<file path="config.mk">
export PLATFORM = sky130hd
export DESIGN_NAME = car_sprite_plotter
export DESIGN_NICKNAME = d
export VERILOG_FILES = /design/src/rtl/car_sprite_plotter.sv
export SDC_FILE = /design/constraint.sdc
export NUM_CORES = 1
export LEC_CHECK = 0
export BUFFER_PORTS_ARGS = -buffer_cell sky130_fd_sc_hd__buf_4
export CAP_MARGIN = 5
export CORE_ASPECT_RATIO = 0.5
export CORE_MARGIN = 10
export CORE_UTILIZATION = 40
export DETAILED_ROUTE_END_ITERATION = 12
export GPL_TIMING_DRIVEN = 0
export SLEW_MARGIN = 10
export SYNTH_ARGS = -nofsm -noshare
export SYNTH_HDL_FRONTEND = slang
export SYNTH_SLANG_ARGS = --single-unit
</file>
<file path="constraint.sdc">
create_clock -name CLOCK -period 9.5 [get_ports CLOCK]
set_clock_uncertainty 0.1 [all_clocks]
set_input_delay 1.425 -clock CLOCK [delete_from_list [all_inputs] [get_ports CLOCK]]
set_output_delay 1.425 -clock CLOCK [all_outputs]
set_load 0.01 [all_outputs]
</file>
<file path="src/rtl/car_sprite_plotter.sv">
// Player car sprite plotter: erases the car at its previous position from the background ROM,
// then draws it at the new position from the sprite ROM. Optional mirror: CAR_SPRITE_FLIP_EN.
module car_sprite_plotter #(
    parameter int unsigned SPRITE_W    = 8,
    parameter int unsigned SPRITE_H    = 12,
    parameter logic [2:0]  TRANSPARENT = 3'b000
) (
    input  logic        CLOCK,
    input  logic        RESETN,
    input  logic        START,
    input  logic [7:0]  NEW_X,
    input  logic [6:0]  NEW_Y,
`ifdef CAR_SPRITE_FLIP_EN
    input  logic        FLIP,
`endif
    output logic [14:0] BG_ADDR,
    input  logic [2:0]  BG_COLOR,
    output logic [7:0]  SPR_ADDR,
    input  logic [2:0]  SPR_COLOR,
    output logic [7:0]  VGA_X,
    output logic [6:0]  VGA_Y,
    output logic [2:0]  COLOUR,
    output logic        PLOT,
    output logic        BUSY,
    output logic        DONE
);

    typedef enum logic [2:0] {
        S_IDLE, S_ERASE, S_EFLUSH, S_DRAW, S_DFLUSH, S_FIN
    } state_t;

    state_t      state_q;
    logic [3:0]  col_q, row_q;
    logic [7:0]  old_x_q, new_x_q, tx_q;
    logic [6:0]  old_y_q, new_y_q, ty_q;
    logic        old_valid_q, qual_q, erase_q, busy_q, done_q;
    logic        flip_q;

    logic        in_erase, last_px, qual_d;
    logic [7:0]  base_x;
    logic [6:0]  base_y;
    logic [8:0]  tx_d;
    logic [7:0]  ty_d;
    logic [3:0]  spr_col;

    always_comb begin
        in_erase = (state_q == S_ERASE);
        last_px  = (col_q == 4'(SPRITE_W - 1)) && (row_q == 4'(SPRITE_H - 1));
        base_x   = in_erase ? old_x_q : new_x_q;
        base_y   = in_erase ? old_y_q : new_y_q;
        tx_d     = {1'b0, base_x} + {5'b0, col_q};
        ty_d     = {1'b0, base_y} + {4'b0, row_q};
        qual_d   = (tx_d < 9'd160) && (ty_d < 8'd120);
        spr_col  = flip_q ? (4'(SPRITE_W - 1) - col_q) : col_q;
    end

    assign BG_ADDR  = {ty_d[6:0], tx_d[7:0]};
    assign SPR_ADDR = 8'(row_q * SPRITE_W) + {4'b0, spr_col};

    // Plot stage sits one cycle behind the address: ROM data arrives with the registered target.
    assign VGA_X  = tx_q;
    assign VGA_Y  = ty_q;
    assign COLOUR = !qual_q ? '0 : (erase_q ? BG_COLOR : SPR_COLOR);
    assign PLOT   = qual_q && (erase_q || (SPR_COLOR != TRANSPARENT));
    assign BUSY   = busy_q;
    assign DONE   = done_q;

`ifndef CAR_SPRITE_FLIP_EN
    assign flip_q = 1'b0;
`endif

    always_ff @(posedge CLOCK or negedge RESETN) begin
        if (!RESETN) begin
            state_q     <= S_IDLE;
            col_q       <= '0;
            row_q       <= '0;
            old_x_q     <= '0;
            old_y_q     <= '0;
            new_x_q     <= '0;
            new_y_q     <= '0;
            tx_q        <= '0;
            ty_q        <= '0;
            old_valid_q <= 1'b0;
            qual_q      <= 1'b0;
            erase_q     <= 1'b0;
            busy_q      <= 1'b0;
            done_q      <= 1'b0;
`ifdef CAR_SPRITE_FLIP_EN
            flip_q      <= 1'b0;
`endif
        end else begin
            case (state_q)
                S_IDLE: begin
                    qual_q <= 1'b0;
                    done_q <= 1'b0;
                    if (START) begin
                        new_x_q <= NEW_X;
                        new_y_q <= NEW_Y;
`ifdef CAR_SPRITE_FLIP_EN
                        flip_q  <= FLIP;
`endif
                        col_q   <= '0;
                        row_q   <= '0;
                        busy_q  <= 1'b1;
                        state_q <= old_valid_q ? S_ERASE : S_DRAW;
                    end
                end
                S_ERASE, S_DRAW: begin
                    tx_q    <= tx_d[7:0];
                    ty_q    <= ty_d[6:0];
                    qual_q  <= qual_d;
                    erase_q <= in_erase;
                    if (last_px) begin
                        col_q   <= '0;
                        row_q   <= '0;
                        state_q <= in_erase ? S_EFLUSH : S_DFLUSH;
                    end else if (col_q == 4'(SPRITE_W - 1)) begin
                        col_q <= '0;
                        row_q <= row_q + 4'd1;
                    end else begin
                        col_q <= col_q + 4'd1;
                    end
                end
                S_EFLUSH: begin
                    qual_q  <= 1'b0;
                    state_q <= S_DRAW;
                end
                S_DFLUSH: begin
                    qual_q  <= 1'b0;
                    done_q  <= 1'b1;
                    state_q <= S_FIN;
                end
                S_FIN: begin
                    done_q      <= 1'b0;
                    busy_q      <= 1'b0;
                    old_x_q     <= new_x_q;
                    old_y_q     <= new_y_q;
                    old_valid_q <= 1'b1;
                    state_q     <= S_IDLE;
                end
                default: state_q <= S_IDLE;
            endcase
        end
    end

endmodule
</file>
==> results of run 1 <==
final timing paths:
| check | slack, ns | from | depth (start not counted) | end |
|---|---|---|---|---|
| worst max-delay path | 4.10 | state_q[0] | 11 | BG_ADDR[6] |
| worst min-delay path | 0.34 | old_valid_q | 2 | old_valid_q |
| worst max register to register | 5.12 | state_q[0] | 12 | qual_q |
| worst min register to register | 0.34 | old_valid_q | 2 | old_valid_q |
| max in group asynchronous | 7.71 | RESETN | 1 | row_q[1] |
| min in group asynchronous | 1.07 | RESETN | 1 | BUSY |
tightest hold or removal path, stage by stage, from the launching register on:
cell and delay [ns]:
dfrtp_1 0.32, inv_1 0.05, nand2_1 0.05
placed cells by master (no fill, tap or decap), types with 7 or more instances in the layout:
cell type	netlist	layout
inv_1	8	8
o21ai_0	12	12
xor2_1	9	9
a21oi_1	18	18
ha_1	12	12
buf_4	3	70
nand2_1	58	58
dfrtp_1	61	61
mux2_2	38	38
clkbuf_16	0	9
nand3_1	11	11
nor2_1	15	15
nand2b_1	7	7
clkbuf_1	12	12
mux2i_1	7	7
final cells by class:
class	instances	area [um2]
flip-flops and latches	61	1530
clock buffers	11	253
fillers	740	3770
inverters	8	30.0
multi-input cells	237	1650
repair buffers	67	503
well taps	112	140
plain buffers	21	104
clock inverters	4	47.5
metal layers:
metal	track usage [%]	vias up	wire (um)
met5	0	-	0
met4	4.83	0	104
met3	4.39	6	460
met2	24.1	60	4280
met1	16.6	1311	3780
li1	-	1294	-
flip-flops by register name (all words and copies together) (netlist names):
register / cells
row_q: 4
old_x_q: 8
new_x_q: 8
old_y_q: 7
qual_q: 1
state_q: 3
VGA_X: 8
old_valid_q: 1
DONE: 1
col_q: 4
erase_q: 1
VGA_Y: 7
new_y_q: 7
BUSY: 1
kinds of logic after synthesis:
family	after synthesis	share of synthesized area, %
DFF	61	46.1
muxes	46	15.5
AOI/OAI and AO/OA	58	10.8
xor gates and xnor gates	10	2.64
buffers and inverters	29	4.04
and+or+nand+nor	109	15.2
adders and majority gates	14	5.74
stage by stage:
step | util [%] | cells
floorplan | - | 327
global placement | 49.3 | 506
detailed placement | 49.3 | 506
CTS | 53.0 | 521
global route | 53.0 | 521
finish | 53.0 | 521
power groups by stage:
stage	clock [uW]	sequential, uW	combinational [uW]
3_3_place_gp	0	485	1110
6_report	327	490	1130
5_1_grt	349	508	1240
4_1_cts	335	489	1150
3_5_place_dp	0	494	1140
2_1_floorplan	0	483	694
==> flow_summary.yaml, run 1 <==
cts:
  cts_tree: "yes"
  cts_setup_buffers: 0
  cts-root-buf: "clkbuf_16"
  clk_pin_slew_worst_paths_ns: 0.05
  cts_hold_repair.buffers: 0
  post_cts_resized: 0
  clk_latency_ns: 0.33
  h-tree-depth: 3
  numCtsBuffers: 9
  clkSinkCount: 61
  cts_buffer_depth: 2
global_route:
  antenna_found_initial: 0
  grt_pass1_vias: 2700
  grt_max_degree: 62
  track_usage_pct: 14.1
  grt_pass1_wl_mm: 14.1
  grt-ovfl-total: 0
synth:
  synth-edff-count: 0
  yosys.area.top_type: "dfrtp_1"
  synth_commonest_cells: "dfrtp_1 (61), nand2_1 (58), mux2_2 (38)"
  yosysSeqAreaShare_pct: 46.1
  syn_area_mm2: 0.00331
  synthArstFlopShare_pct: 100
  avgSynthCellArea_um2: 10.1
  syn_inst: 327
  synth.most_common_cell: "dfrtp_1"
  netlist.area_leader.share_pct: 46.1
  synthTopCellsByArea: "dfrtp_1 (46%), mux2_2 (13%), nand2_1 (6.6%)"
  ys_types: 44
  synth_nets: 365
  synth_ff_type: "dfrtp_1"
  ys_ff_latch: 61
  yosysWarnings: 0
die:
  die-area_mm2: 0.0125
  core_area_mm2: 0.00803
  row_count: 23
  num_io_pins: 68
  start_util_pct: 41.2
  die-height_um: 84.3
  dieWidth_um: 149
worst_setup_path:
  max_stage_delay_ns: 0.55
  cp_max_fo: 10
  required_ns: 7.98
  end_kind: "output pin"
  crit_family: "buffers and inverters"
  cp_data_arrival_time_ns: 3.88
  slowest_stage: "clkbuf_1"
  worstPathCellList: "or3b_1 > buf_6 > clkbuf_1 > mux2_2 > ha_1 > fa_1 > a211oi_1 > or4_1 > a21oi_1 > or2_2 > buf_4"
  path_buf_inv: 3
  start_kind: "flip-flop"
  critical_path_class: "flip-flop to output pin"
sta:
  setup_tns_ns: 0
  max_freq_ghz: 0.185
  rsz0062_at_grt: "false"
  worst_pin_slew_ns: 0.892
  hold_violations: 0
  finalHoldWorstSlack_ns: 0.342
  relSlewSlack_pct: 39.0
  worst_slack_ns: 4.10
  period_share_pct: 56.9
  slew_viol_final: 0
  min_period_ns: 5.40
  setup_viol: 0
placed_design:
  pre_cts_slack_ns: 4.44
  gp_congestion: 0.864
  placed_area_mm2: 0.00396
  hpwlAfterDp_mm: 6.48
  io_buffer_count: 67
drt:
  wl_per_cell_um: 16.6
  wl_mm: 8.62
  antenna_left: 0
  drtPass1Iterations: 5
  vias_per_cell: 5.13
  drtIter0Drc: 168
  vias: 2671
  drc: 0
pwr:
  power_switching_uw: 818
  finalPower_uw: 1950
  p_int_uw: 1130
  clkPwrFrac_pct: 16.8
  power_density_mw_per_mm2: 457
  ir_drop_mv: 0.166
  p_comb_share_pct: 58.0
  seq_power_share_pct: 25.2
  leakage_uw: 0.00204
  switching_share_pct: 42.0
layout:
  drive_gt1_share_pct: 32.5
  area_growth_pct: 28.5
  antenna_cells: 0
  stdcell_area_mm2: 0.00426
  fin_nets: 443
min_path:
  min-delay-path-class: "flip-flop to flip-flop"
run:
  max-cap-violations: 0
run_status:
  status: "finished clean"
(Power assumes the default switching activity.)
==> run 2, diff against run 1 <==
- clock period: 9.5 -> 4.65 ns (I/O delays scaled with it)
==> run 2 against run 1 <==
Flip-flop and latch count is the same. Die area is the same. Critical endpoint unchanged. Routed wire length shrank 0.59%. Final cell count is the same. Via count grew 0.60%. Non-clock buffer count is the same. Cell area grew 0.15%. Combinational power grew 100%. Clock-buffer cell count is the same. Critical path depth is the same. Clock power grew 100%.
==> flow_summary.yaml, run 2 (synthesis gave the netlist of run 1 again) <==
sta:
  setup_viol: 0
  max_freq_ghz: 0.229
  period_share_pct: 93.9
  setup_tns_ns: 0
  hold_violations: 0
  worst_pin_slew_ns: 0.858
  rsz0062_at_grt: "false"
  slew_viol_final: 0
  relSlewSlack_pct: 41.3
  min_period_ns: 4.36
  worst_slack_ns: 0.285
cts:
  clk_latency_ns: 0.33
  cts_hold_repair.buffers: 0
  h-tree-depth: 3
  clkSinkCount: 61
  numCtsBuffers: 9
  cts_tree: "yes"
  cts_buffer_depth: 2
  clk_pin_slew_worst_paths_ns: 0.05
  cts_setup_buffers: 0
  cts-root-buf: "clkbuf_16"
min_path:
  min-delay-path-class: "flip-flop to flip-flop"
  hp-start: "old_valid_q"
worst_setup_path:
  start_kind: "flip-flop"
  end_kind: "output pin"
  cp_max_fo: 10
  r2r-start: "state_q[1]"
  critical_path_class: "flip-flop to output pin"
  rrSetupSlack_ns: 0.61
  required_ns: 3.85
  cp_data_arrival_time_ns: 3.57
  startpoint: "state_q[1]"
layout:
  seq_area_mm2: 0.00153
  multi_input_area_mm2: 0.00166
  antenna_cells: 0
  layout_commonest_cell: "buf_4"
  fin_nets: 443
  fillers: 740
  mostFrequentLayoutCells: "buf_4 (70), dfrtp_1 (61), nand2_1 (58)"
  drive_gt1_share_pct: 33.0
  area_growth_pct: 28.7
  instances_no_fill: 521
drt:
  wl_met2_mm: 4.33
  drtPass1Iterations: 4
  antenna_left: 0
  top_layer: "met4"
  wl_met3_um: 354
  vias: 2687
  drtIter0Drc: 157
  vias_per_cell: 5.16
  wl_per_cell_um: 16.5
  wl_mm: 8.57
  wl_met1_mm: 3.80
  drc: 0
die:
  num_io_pins: 68
  core_area_mm2: 0.00803
  row_count: 23
  die-height_um: 84.3
  dieWidth_um: 149
  start_util_pct: 41.2
  die-area_mm2: 0.0125
run_status:
  status: "finished clean"
pwr:
  power_density_mw_per_mm2: 933
  leakage_uw: 0.00204
  ir_drop_mv: 0.338
placed_design:
  gp_congestion: 0.864
  io_buffer_count: 67
  pre_cts_slack_ns: 0.316
  hpwlAfterDp_mm: 6.48
  dp_cells: 506
run:
  max-cap-violations: 0
global_route:
  antenna_found_initial: 0
  grt-ovfl-total: 0
  grt_pass1_vias: 2700
  track_usage_pct: 14.1
  grt_max_degree: 62
  grt_pass1_wl_mm: 14.1
## run 2: through the flow
step | area, um2 | hold slack, ns | total power (uW) | utilization, %
after floorplan | 3310 | 0.302 | 2400 | -
after global placement | 3960 | 0.330 | 3260 | 49.3
after detailed placement | 3960 | 0.334 | 3340 | 49.3
after CTS | 4260 | 0.346 | 4030 | 53.0
after global routing | 4260 | 0.388 | 4300 | 53.1
final | 4260 | 0.341 | 3970 | 53.1
## run 2: layout make-up
cell class	instances	share of cell area (%)
well taps	112	3.29
plain buffers	21	2.47
repair buffers	67	11.8
multi-input cells	237	38.9
flip-flops and latches	61	35.8
clock buffers	11	5.93
clock inverters	4	1.12
inverters	8	0.705
## run 2: per-layer routing
layer | vias up | global-route usage (%)
li1 | 1293 | -
met1 | 1333 | 16.6
met2 | 56 | 24.1
met3 | 5 | 4.39
met4 | 0 | 4.83
met5 | - | 0
## run 2: worst paths after layout
path | cells after the start | end
setup / recovery | 11 | BG_ADDR[6]
hold / removal | 2 | old_valid_q
setup reg to reg | 12 | qual_q
hold reg to reg | 2 | old_valid_q
max in group asynchronous | 1 | row_q[1]
min in group asynchronous | 1 | BUSY
## run 2: timing repair
action / CTS / global route
hold endpoints to repair: 0 / 0
pin swaps: 0 / 0
cloned: 0 / 0
gates resized for setup: 1 / 1
setup endpoints to repair: 1 / 1
## run 2: report_power, final
part,internal [uW],total [uW],switching [uW]
clock,438,666,228
combinational,1070,2310,1240
sequential,802,1000,199
total,2310,3970,1670
## run 2: critical path, stage by stage (launching register included)
cell	delay, ns
dfrtp_1	0.37
or3b_1	0.39
buf_6	0.16
clkbuf_2	0.25
mux2_2	0.34
ha_1	0.21
fa_1	0.44
a211oi_2	0.36
or4_1	0.16
a21oi_1	0.07
or2_2	0.32
buf_4	0.15
